$ cat src/rtl/hazard_flush_ctrl.sv
// Pipeline sequencing controller: load-use stalls and branch/jump squashing.
// Optional perf counters are built when HAZARD_PERF_CNT_EN is defined.
module hazard_flush_ctrl #(
    parameter int LOAD_STALL_CYCLES = 1,
    parameter int CNT_W             = 2
) (
    input  logic        clk,
    input  logic        Reset,
    input  logic [4:0]  id_rs,
    input  logic [4:0]  id_rt,
    input  logic        id_uses_rt,
    input  logic [4:0]  ex_WriteReg,
    input  logic        ex_MemRead,
    input  logic [2:0]  ex_jump,
    input  logic        mem_PCSrc,
    output logic        pc_write,
    output logic        ifid_write,
    output logic        ifid_flush,
    output logic        idex_flush,
    output logic        exmem_flush,
    output logic [1:0]  ctrl_state,
    output logic [31:0] stall_count,
    output logic [31:0] flush_count
);

    typedef enum logic [1:0] {
        S_RUN        = 2'd0,
        S_STALL      = 2'd1,
        S_RESET_HOLD = 2'd2
    } state_t;

    state_t             state_q, state_d;
    logic [CNT_W-1:0]   cnt_q, cnt_d;
    logic               load_use;

    // A $zero destination is never a real producer.
    assign load_use = ex_MemRead && (ex_WriteReg != 5'd0) &&
                      ((ex_WriteReg == id_rs) ||
                       (id_uses_rt && (ex_WriteReg == id_rt)));

    always_ff @(posedge clk) begin
        if (Reset) begin
            state_q <= S_RESET_HOLD;
            cnt_q   <= '0;
        end else begin
            state_q <= state_d;
            cnt_q   <= cnt_d;
        end
    end

    always_comb begin
        state_d     = state_q;
        cnt_d       = cnt_q;
        pc_write    = 1'b1;
        ifid_write  = 1'b1;
        ifid_flush  = 1'b0;
        idex_flush  = 1'b0;
        exmem_flush = 1'b0;
        unique case (state_q)
            S_RUN: begin
                if (mem_PCSrc) begin
                    ifid_flush  = 1'b1;
                    idex_flush  = 1'b1;
                    exmem_flush = 1'b1;
                end else if (ex_jump != 3'd0) begin
                    ifid_flush = 1'b1;
                end else if (load_use) begin
                    pc_write   = 1'b0;
                    ifid_write = 1'b0;
                    idex_flush = 1'b1;
                    if (LOAD_STALL_CYCLES > 1) begin
                        state_d = S_STALL;
                        cnt_d   = CNT_W'(LOAD_STALL_CYCLES - 1);
                    end
                end
            end
            S_STALL: begin
                // EX holds a bubble here, so only a branch can cut the stall short.
                if (mem_PCSrc) begin
                    ifid_flush  = 1'b1;
                    idex_flush  = 1'b1;
                    exmem_flush = 1'b1;
                    state_d     = S_RUN;
                    cnt_d       = '0;
                end else begin
                    pc_write   = 1'b0;
                    ifid_write = 1'b0;
                    idex_flush = 1'b1;
                    if (cnt_q <= CNT_W'(1)) begin
                        state_d = S_RUN;
                        cnt_d   = '0;
                    end else begin
                        cnt_d = cnt_q - CNT_W'(1);
                    end
                end
            end
            default: begin
                pc_write    = 1'b0;
                ifid_write  = 1'b0;
                ifid_flush  = 1'b1;
                idex_flush  = 1'b1;
                exmem_flush = 1'b1;
                state_d     = S_RUN;
                cnt_d       = '0;
            end
        endcase
    end

    assign ctrl_state = state_q;

`ifdef HAZARD_PERF_CNT_EN
    logic [31:0] stall_cnt_q, stall_cnt_d;
    logic [31:0] flush_cnt_q, flush_cnt_d;
    logic        stall_evt, flush_evt;

    assign stall_evt = !pc_write && (state_q != S_RESET_HOLD);
    assign flush_evt = ((state_q == S_RUN) &&
                        (mem_PCSrc || (ex_jump != 3'd0))) ||
                       ((state_q == S_STALL) && mem_PCSrc);

    always_comb begin
        stall_cnt_d = stall_cnt_q;
        flush_cnt_d = flush_cnt_q;
        if (stall_evt && (stall_cnt_q != 32'hFFFF_FFFF))
            stall_cnt_d = stall_cnt_q + 32'd1;
        if (flush_evt && (flush_cnt_q != 32'hFFFF_FFFF))
            flush_cnt_d = flush_cnt_q + 32'd1;
    end

    always_ff @(posedge clk) begin
        if (Reset) begin
            stall_cnt_q <= '0;
            flush_cnt_q <= '0;
        end else begin
            stall_cnt_q <= stall_cnt_d;
            flush_cnt_q <= flush_cnt_d;
        end
    end

    assign stall_count = stall_cnt_q;
    assign flush_count = flush_cnt_q;
`else
    assign stall_count = 32'd0;
    assign flush_count = 32'd0;
`endif

endmodule

$ cat config.mk
export PLATFORM = sky130hd
export DESIGN_NAME = hazard_flush_ctrl
export DESIGN_NICKNAME = d
export VERILOG_FILES = /design/src/rtl/hazard_flush_ctrl.sv
export SDC_FILE = /design/constraint.sdc
export NUM_CORES = 1
export LEC_CHECK = 0
export BUFFER_PORTS_ARGS = -buffer_cell sky130_fd_sc_hd__buf_2
export CORE_MARGIN = 4
export CORE_UTILIZATION = 33
export DETAILED_ROUTE_END_ITERATION = 16
export PLACE_DENSITY = 0.82
export SLEW_MARGIN = 30
export SYNTH_ARGS = -nofsm -noshare
export SYNTH_HDL_FRONTEND = slang
export SYNTH_SLANG_ARGS = --single-unit
$ cat constraint.sdc
create_clock -name clk -period 2.8 [get_ports clk]
set_input_delay 0.42 -clock clk [delete_from_list [all_inputs] [get_ports clk]]
set_output_delay 0.42 -clock clk [all_outputs]
set_load 0.1 [all_outputs]
Word level (Yosys, flattened, before mapping)
Index checks and enable logic that the tools add are counted.
{"block": "word_totals", "register_bits": 4, "out_inout_bits": 71, "wordCells": 37}
{"block": "classes", "add_sub_neg": 1, "magnitude_cmp": 1, "n_eq_ne": 4, "muxes": 19, "bitwise": 1, "n_reduce_logical": 9}
{"operator": "$mux 1", "n": 11}
{"operator": "$eq 5x5->1", "n": 2}
{"operator": "$mux 2", "n": 4}
{"operator": "$pmux 2 s2", "n": 2}
{"operator": "$reduce_bool 5->1", "n": 1}
{"operator": "$pmux 1 s2", "n": 2}
{"operator": "$logic_and 1x1->1", "n": 3}
{"operator": "$ne 3x3->1 const B", "n": 1}
{"operator": "$reduce_bool 3->1", "n": 1}
{"operator": "$eq 2x1->1 const B", "n": 1}
{"operator": "$le 2x1->1 const B", "n": 1}
{"operator": "$logic_not 2->1", "n": 1}
{"operator": "$reduce_and 2->1", "n": 1}
{"operator": "$reduce_or 2->1", "n": 1}
{"operator": "$sub 2x1->2 const B", "n": 1}
{"operator": "$logic_or 1x1->1", "n": 1}
{"operator": "$not 1->1", "n": 1}

Depth between registers and ports, before layout
{"block": "logic_depth", "depth_word": 8, "depth_mapped": 5, "depth_no_buf": 4}

Least setup slack after synthesis
Ideal clock, no wire load.
{"block": "synth_timing", "kind": "in2out", "startpoint": "input port ex_WriteReg[4]", "endpoint": "output port idex_flush", "arrival_time_ps": 3089, "t_required_ps": 2380, "setup_slack_ps": -709, "path_stages": 4, "n_path_buf": 0, "cell_sequence": "xor2_1 -> nor4_2 -> a32oi_1 -> o21ai_0"}
{"block": "synth_between", "elab_chain_len": 8, "elab_cells_between_ends": 11, "cone_classes": "eq/ne (2); mux (4); reduce/logical (5)"}
{"element": "start: declaration", "line": "12", "source": "input logic [4:0] ex_WriteReg,"}
{"element": "$eq 5x5->1", "line": "39", "source": "(id_uses_rt && (ex_WriteReg == id_rt)));"}
{"element": "$logic_and 1x1->1", "line": "39"}
{"element": "$logic_or 1x1->1", "line": "38", "source": "((ex_WriteReg == id_rs) ||"}
{"element": "$logic_and 1x1->1 *", "line": "37", "source": "assign load_use = ex_MemRead && (ex_WriteReg != 5'd0) &&"}
{"element": "$mux 1 *", "line": "67", "source": "end else if (load_use) begin"}
{"element": "$mux 1 *", "line": "65", "source": "end else if (ex_jump != 3'd0) begin"}
{"element": "$mux 1 *", "line": "61", "source": "if (mem_PCSrc) begin"}
{"element": "$mux 1 *"}
{"element": "end: declaration", "line": "19", "source": "output logic idex_flush,"}
Mark *: on every way between the ends. The rest lies on a longest branch, timed or not.

Worst setup path after layout
{"block": "layout_timing", "startpoint": "input port ex_WriteReg[3]", "endpoint": "output port pc_write"}
{"block": "layout_between", "elab_chain_len": 8, "elab_cells_between_ends": 11, "cone_classes": "eq/ne (2); mux (4); reduce/logical (5)"}
{"element": "$eq 5x5->1", "line": "39"}
{"element": "$logic_and 1x1->1", "line": "39"}
{"element": "$logic_or 1x1->1", "line": "38"}
{"element": "$logic_and 1x1->1 *", "line": "37"}
{"element": "$mux 1 *", "line": "67"}
{"element": "$mux 1 *", "line": "65"}
{"element": "$mux 1 *", "line": "61"}
{"element": "$pmux 1 s2 *", "line": "59", "source": "unique case (state_q)"}
{"element": "end: declaration", "line": "16", "source": "output logic pc_write,"}
Marks and branches as above.

==> run summary <==
Post-CTS Hold Buffers: 0
Final ANT Viol Nets: 0
dominant cell by count in the synthesized netlist: buf_4
ratio of final minimum period to clock period: 81.2%
sequential share of the synthesized area: 2.88%
fin. max-slew vios: 0
Syn Inst Count: 92
global-route total usage across every layer: 6.06%
Setup WS post-layout: 0.525 ns
number of synthesized flops with an enable pin: 0
placed cell areas: 609 um^2
Chip Width: 53.9 um
Mapped Area: 694 um^2
antenna cells: 0
die area: 0.00290 mm^2
Synth Register Bits: 1
# IOs: 94
number of post-CTS setup repair buffers: 0
clock-pin slew on the worst setup and hold paths: 0 ns
WL per Instance: 8.78 um
share of layout cells above drive strength 1: 25.6%
Critical Path AT: 1.85 ns
f_max: 440 MHz
total gr overflow: 0
crit end category: output pin
Worst Hold End: ctrl_state[1]
GP Congestion: 0.559
async set-reset flop share out of synthesis: 0%
post-synthesis cell type count: 16
top post-synthesis cells by area: buf_4, xor2_1, dfxtp_1
Initial Util: 35.0%
worst hold start: Reset
Worst setup SP type: input pin
Max rail drop VDD: 0.356 mV
Rows: 16
Vias: 441
max-cap viol count: 0
hold depth: 1
final hold vios: 0
max reg flops: 1
# setup viols final: 0
average size of a mapped cell: 7.55 um^2
RSZ-0062 raised after global routing: no
Nets: 142
P_leak: 0.000389 uW
number of I/O port buffers: 28
initial antenna violation count: 0
Synth Warn #: 0
worst hold path type: in -> reg
residual DRC count: 0
first-pass GRT wire length: 1.33 mm
vias in the first global route: 334
ys flop type: dfxtp_1
Max FO, Critical Path: 3
share of the synthesized area in the top cell type: 71.4%
Tmin final: 2.27 ns
total chip power: 468 uW
Detailed Place HPWL: 1.21 mm
status: finished, final reports clean
pwr dens: 768 mW/mm^2
router iterations before antenna repair: 3
largest net degree at the start of global routing: 4
Vias/cell: 3.06
Total Wirelength: 1.26 mm
synthesis-to-layout area growth: -12.3%
Worst EP required: 2.38 ns
Setup CP Type: in -> out
fin area: 609 um^2
largest area contributor in the netlist: buf_4
total core area: 0.00198 mm^2
initial DRC count: 1
worst slack at placement: 0.502 ns
post-CTS resize count: 0
synth cell count leaders: buf_4, xor2_1, inv_1, nor2_1, nor3_1
setup TNS: 0 ns
Die H: 53.9 um
-- per-stage QoR --
| stage | hold WS, ns | cells | util, % |
|---|---|---|---|
| after floorplan | 0.510 | 156 | - |
| after global placement | 0.523 | 144 | 30.7 |
| after detailed placement | 0.525 | 144 | 30.7 |
| after CTS | 0.525 | 144 | 30.7 |
| after global routing | 0.529 | 144 | 30.7 |
| final | 0.524 | 144 | 30.7 |
-- worst max-delay path, stage by stage --
cell	delay, ns
buf_2	0.12
or4_1	0.56
o211ai_2	0.18
o31a_1	0.15
buf_2	0.42
-- power breakdown --
group,switching (uW),internal [uW],leakage [uW],total (uW)
logic,429,23.0,0.000380,452
clock network,0,0,0,0
registers,0.570,15.3,0.00000844,15.9
-- cell usage in the layout (no fill, tap or decap) --
master	n
conb_1	65
o31a_1	1
nand2_1	1
dfxtp_1	1
o211ai_2	1
buf_2	28
xor2_1	9
nor2_1	2
a32oi_1	1
o21ai_1	1
nor3_1	2
xnor2_1	1
inv_1	2
nor4_2	1
or4_1	1
-- final cells by class --
class | count | area, um^2
Inverter | 2 | 7.51
Multi-Input combinational cell | 86 | 408
Timing Repair Buffer | 28 | 140
Tap cell | 27 | 33.8
Fill cell | 228 | 1370
Sequential cell | 1 | 20.0
-- cells by family (layout without fill, tap and decap cells) --
group                  after synthesis  count (layout)  synth area share [%]
buffers and inverters               69              30                  73.0
AO/OA/AOI/OAI                        4               4                  5.04
flip-flops                           1               1                  2.88
other                                1              65                 0.540
AND/OR/NAND/NOR                      7               7                  5.95
XOR/XNOR                            10              10                  12.6
-- worst max path at each step --
| stage | depth (start not counted) | slack (ns) | to | start |
|---|---|---|---|---|
| final | 5 | 0.53 | pc_write | ex_WriteReg[3] |
| after global routing | 5 | 0.46 | pc_write | ex_WriteReg[3] |
| after CTS | 5 | 0.49 | pc_write | ex_WriteReg[3] |
| after detailed placement | 5 | 0.50 | pc_write | ex_WriteReg[3] |
| after global placement | 5 | 0.52 | ifid_write | ex_WriteReg[3] |
| after floorplan | 4 | 0.009 | pc_write | ex_WriteReg[3] |
-- per-layer routing --
layer,routed length [um],up-vias,GRT usage [%]
li1,-,205,-
met1,361,180,6.90
met2,635,56,12.7
met3,266,0,0.277
met4,0,0,0
met5,0,-,0
Note: power is estimated with default switching activity, not from simulation.
